### src/rtl/mc_ctrl.sv
// mc_ctrl: multi-cycle MIPS-subset control unit.
// Moore state register plus instruction decode driving datapath controls.
module mc_ctrl (
  input  logic        clk,
  input  logic        reset,
  input  logic [5:0]  opcode,
  input  logic [5:0]  funct,
  input  logic        zero,
  output logic        pc_we,
  output logic [1:0]  pc_sel,
  output logic        ir_we,
  output logic        grf_we,
  output logic [1:0]  a3_sel,
  output logic [1:0]  wd_sel,
  output logic        alu_src,
  output logic [1:0]  ext_op,
  output logic [2:0]  alu_op,
  output logic        dm_we,
  output logic [2:0]  state,
  output logic        done,
  output logic [31:0] retired
);

  typedef enum logic [2:0] {
    S_FETCH  = 3'd0,
    S_DECODE = 3'd1,
    S_EXE    = 3'd2,
    S_MEM    = 3'd3,
    S_WB     = 3'd4
  } state_t;

  state_t      r_state;
  state_t      w_next;
  logic [31:0] r_retired;

  logic w_rtype, w_addu, w_subu, w_jr;
  logic w_ori, w_lui, w_lw, w_sw;
  logic w_beq, w_j, w_jal, w_legal;

  assign w_rtype = (opcode == 6'h00);
  assign w_addu  = w_rtype && (funct == 6'h21);
  assign w_subu  = w_rtype && (funct == 6'h23);
  assign w_jr    = w_rtype && (funct == 6'h08);
  assign w_ori   = (opcode == 6'h0d);
  assign w_lui   = (opcode == 6'h0f);
  assign w_lw    = (opcode == 6'h23);
  assign w_sw    = (opcode == 6'h2b);
  assign w_beq   = (opcode == 6'h04);
  assign w_j     = (opcode == 6'h02);
  assign w_jal   = (opcode == 6'h03);
  assign w_legal = w_addu | w_subu | w_jr | w_ori | w_lui |
                   w_lw | w_sw | w_beq | w_j | w_jal;

  // Next state and per-state control outputs from state and decode.
  always_comb begin
    w_next  = S_FETCH;
    pc_we   = 1'b0;
    pc_sel  = 2'd0;
    ir_we   = 1'b0;
    grf_we  = 1'b0;
    a3_sel  = 2'd0;
    wd_sel  = 2'd0;
    alu_src = 1'b0;
    ext_op  = 2'd0;
    alu_op  = 3'd0;
    dm_we   = 1'b0;
    done    = 1'b0;
    case (r_state)
      S_FETCH: begin
        ir_we  = 1'b1;
        pc_we  = 1'b1;
        w_next = S_DECODE;
      end
      S_DECODE: begin
        if (w_legal) w_next = S_EXE;
        else         done   = 1'b1;
      end
      S_EXE: begin
        if (w_addu) begin
          w_next = S_WB;
        end else if (w_subu) begin
          alu_op = 3'd1;
          w_next = S_WB;
        end else if (w_ori || w_lui) begin
          alu_op  = 3'd2;
          alu_src = 1'b1;
          ext_op  = w_lui ? 2'd2 : 2'd0;
          w_next  = S_WB;
        end else if (w_lw || w_sw) begin
          alu_src = 1'b1;
          ext_op  = 2'd1;
          w_next  = S_MEM;
        end else if (w_beq) begin
          alu_op = 3'd1;
          pc_sel = 2'd1;
          pc_we  = zero;
          done   = 1'b1;
        end else if (w_j || w_jal) begin
          pc_we  = 1'b1;
          pc_sel = 2'd2;
          done   = 1'b1;
          if (w_jal) begin
            grf_we = 1'b1;
            a3_sel = 2'd2;
            wd_sel = 2'd2;
          end
        end else if (w_jr) begin
          pc_we  = 1'b1;
          pc_sel = 2'd3;
          done   = 1'b1;
        end
      end
      S_MEM: begin
        if (w_sw) begin
          dm_we = 1'b1;
          done  = 1'b1;
        end else if (w_lw) begin
          w_next = S_WB;
        end
      end
      S_WB: begin
        done = 1'b1;
        if (w_addu || w_subu) begin
          grf_we = 1'b1;
          a3_sel = 2'd1;
        end else if (w_ori || w_lui) begin
          grf_we = 1'b1;
        end else if (w_lw) begin
          grf_we = 1'b1;
          wd_sel = 2'd1;
        end
      end
      default: w_next = S_FETCH;
    endcase
    // Reset silences every enable at once, not just at the next edge.
    if (reset) begin
      pc_we  = 1'b0;
      ir_we  = 1'b0;
      grf_we = 1'b0;
      dm_we  = 1'b0;
      done   = 1'b0;
    end
  end

  // State register; reset parks the machine in FETCH.
  always_ff @(posedge clk or posedge reset) begin
    if (reset) r_state <= S_FETCH;
    else       r_state <= w_next;
  end

  // Retired-instruction counter, wraps silently.
  always_ff @(posedge clk or posedge reset) begin
    if (reset)     r_retired <= 32'd0;
    else if (done) r_retired <= r_retired + 32'd1;
  end

  assign state   = r_state;
  assign retired = r_retired;

endmodule

### config.mk
export PLATFORM = sky130hd
export DESIGN_NAME = mc_ctrl
export DESIGN_NICKNAME = d
export VERILOG_FILES = /design/src/rtl/mc_ctrl.sv
export SDC_FILE = /design/constraint.sdc
export NUM_CORES = 1
export LEC_CHECK = 0
export ABC_AREA = 1
export BUFFER_PORTS_ARGS = -buffer_cell sky130_fd_sc_hd__buf_2
export CAP_MARGIN = 25
export CORE_ASPECT_RATIO = 1.1
export CORE_UTILIZATION = 35
export DETAILED_ROUTE_END_ITERATION = 10
export MAX_ROUTING_LAYER = met4
export SLEW_MARGIN = 30
export SYNTH_ARGS = -nofsm -noshare
export SYNTH_HDL_FRONTEND = slang
export SYNTH_SLANG_ARGS = --single-unit
### constraint.sdc
create_clock -name clk -period 3.71 [get_ports clk]
set_clock_uncertainty 0.15 [all_clocks]
set_input_delay 0.1855 -clock clk [delete_from_list [all_inputs] [get_ports clk]]
set_output_delay 0.1855 -clock clk [all_outputs]
set_load 0.005 [all_outputs]
==> flow_metrics.py <==
metrics = {
    "setup_path": {
        "worst-path-max-fanout": 33,
        "rr_startpoint": "retired[0]",
        "cp-start-kind": "flip-flop",
        "r2r-end": "retired[24]",
        "r2r_slack_ps": 1580,
        "cp_data_arrival_time_ps": 2180,
        "worstSetupEndpointType": "output pin",
        "worstSetupPathType": "flip-flop to output pin",
        "cp_data_required_time_ps": 3370,
        "r2r_cells": 8,
    },
    "sta": {
        "worst_slack_ps": 1190,
        "finalHoldViolations": 0,
        "rsz0062_at_grt": "false",
        "setup_tns_ps": 0,
        "fmax_ghz": 0.397,
        "worstMarginPinSlew_ps": 717,
        "maxSlewHeadroom_pct": 52.2,
        "final-setup-viol-count": 0,
        "period_share_pct": 67.9,
        "fin_crit_ps": 2520,
        "slew_viol_final": 0,
    },
    "cells_and_area": {
        "insertedDiodeCount": 0,
        "stdcell_area_um2": 3080,
        "nNetsFinal": 482,
        "area_growth_pct": 16.7,
        "drive_gt1_share_pct": 19.3,
        "final_core_util_pct": 42.9,
    },
    "drt": {
        "wl_per_cell_um": 11.9,
        "ant_nets": 0,
        "drt_wl_total_mm": 6.56,
        "drc_errors": 2,
        "viasPerCell": 4.80,
        "vias": 2648,
        "drt_pass1_iterations": 7,
        "drtIter0Drc": 142,
    },
    "clock_network": {
        "clock_path_buffers": 2,
        "cts_buffers": 5,
        "cts_tree": "done",
        "postCtsSetupBuffers": 0,
        "h-tree-depth": 2,
        "root_buffer": "clkbuf_8",
        "clock_latency_ps": 290,
        "cts_hold_buffers": 0,
        "clk_pin_slew_ps": 70,
        "clock-sinks": 35,
        "cts-resized-gates": 0,
    },
    "global_route": {
        "grt_pass1_vias": 2498,
        "grt_usage_pct": 18.6,
        "grt_max_degree": 68,
        "grt_first_pass_wirelength_mm": 11.4,
        "antenna_found_initial": 0,
        "grt_overflow_total": 0,
    },
    "floorplanning": {
        "ios": 67,
        "initial_utilization_pct": 36.8,
        "dieArea_um2": 7880,
        "dieHeight_um": 93.0,
        "design.core.area_um2": 7170,
        "die_w_um": 84.8,
        "rows": 32,
    },
    "logic_synthesis": {
        "synth_warnings": 0,
        "yosys.area_share.adder_pct": 0.475,
        "synthXorXnorAreaFrac_pct": 8.64,
        "synth_seq_cells": 35,
        "synthMuxAreaShare_pct": 0,
        "synth-simple-area-share_pct": 47.3,
        "ys_seq_area_share_pct": 33.2,
        "netlist_instances": 404,
        "synth.avg_cell_area_um2": 6.53,
        "synth_top_family_by_area": "simple AND/OR/NAND/NOR gates",
        "ys_types": 30,
        "syn_nets": 420,
        "synth_compound_area_share_pct": 1.95,
        "synth.cell_area_um2": 2640,
    },
    "pwr": {
        "powerDensity_nw_per_um2": 327,
        "vdd_drop_max_v": 0.000254,
        "leakage_nw": 1.67,
    },
    "worst_hold_path": {
        "hp-class": "input pin to asynchronous set/reset pin",
    },
    "place": {
        "gp_congestion": 0.945,
        "place_area_um2": 3000,
        "port_buffers": 65,
        "hpwlAfterDp_mm": 5.18,
        "post-place-ws_ps": 1520,
    },
    "flow_run": {
        "max-cap-violations": 0,
    },
    "status": {
        "status": "finished, violations left",
        "violations": "design-rule violations",
    },
}
logic make-up after synthesis:
kind of cell | after synthesis
compound gates | 9
xor+xnor | 26
fa+ha+maj | 1
buf+inv | 48
flops | 35
other cells | 1
simple gates | 284
power by group:
| group | switching [mW] | leakage [nW] | total, mW | internal (mW) |
|---|---|---|---|---|
| logic | 0.198 | 1.14 | 0.288 | 0.0903 |
| clock network | 0.132 | 0.0422 | 0.263 | 0.132 |
| registers | 0.0427 | 0.482 | 0.455 | 0.412 |
sequential cells by signal, summed over array words and instances (netlist names):
name and cells:
retired 32, state 3
cell usage after synthesis:
library cell,count,share of area [%]
nand2_1,145,21
nor2_1,54,7.7
nand3_1,44,8.4
dfrtp_1,35,33
inv_1,35,5.0
xor2_1,19,6.3
nor3_1,16,3.0
xnor2_1,7,2.3
a21oi_1,5,0.95
nand3b_1,5,1.4
buf_2,4,0.76
nand4_1,4,0.95
nor2_2,4,0.95
buf_4,3,0.85
buf_6,3,1.3
nand2_2,3,0.71
nand2_4,2,0.85
nand3_2,2,0.76
nor2_4,2,0.85
nor3_2,2,0.76
a21oi_2,1,0.33
clkbuf_1,1,0.14
clkinv_1,1,0.14
conb_1,1,0.14
ha_1,1,0.47
inv_2,1,0.14
nor3b_1,1,0.28
o211ai_1,1,0.28
o21ai_0,1,0.19
o21ai_1,1,0.19
per-layer routing:
layer,global-route usage [%],part of all wire [%],vias up
li1,-,-,1394
met1,22.8,47,1185
met2,31.6,48,62
met3,3.71,3.9,7
met4,4.66,1.2,0
met5,-,0,-
worst max-delay path, stage by stage (launching register included):
cell and delay, ps:
dfrtp_1 430, nor2_1 80, nand2_1 220, inv_1 140, a21oi_2 200, nand2_4 230
nand2_4 360, inv_1 70, buf_2 130
placed cells by master (no fill, tap or decap), drive strengths merged:
cell / instances
nand2: 150
buf: 66
nor2: 60
nand3: 46
inv: 37
dfrtp: 35
xor2: 19
nor3: 18
xnor2: 7
clkbuf: 7
a21oi: 6
nand3b: 5
nand4: 4
o21ai: 2
o211ai: 1
nor3b: 1
ha: 1
conb: 1
clkinv: 1
per-stage QoR:
| step | total power, mW | std cells | hold WS [ps] |
|---|---|---|---|
| after floorplan | 0.684 | 404 | 240 |
| after CTS | 1.02 | 552 | 40.8 |
| after global routing | 1.08 | 552 | 96.0 |
| after detailed placement | 0.754 | 544 | 335 |
| final | 1.01 | 552 | 13.3 |
| after global placement | 0.748 | 544 | 332 |
worst max-delay path by stage:
stage / startpoint / endpoint / slack (ps) / cells after the start
after floorplan: retired[0] / retired[24] / 1980 / 8
after global placement: state[2] / done / 1570 / 8
after detailed placement: state[2] / done / 1520 / 8
after CTS: state[0] / done / 1190 / 9
after global routing: state[2] / done / 970 / 8
final: state[2] / done / 1190 / 8
cell type report:
| cell class | count | area [um2] |
|---|---|---|
| Fill cell | 774 | 4090 |
| Inverter | 37 | 139 |
| Tap cell | 85 | 106 |
| Multi-Input combinational cell | 321 | 1540 |
| Sequential cell | 35 | 876 |
| Timing Repair Buffer | 66 | 333 |
| Clock inverter | 1 | 5.00 |
| Clock buffer | 7 | 76.3 |
No activity file was read; power rests on OpenSTA's default activity.
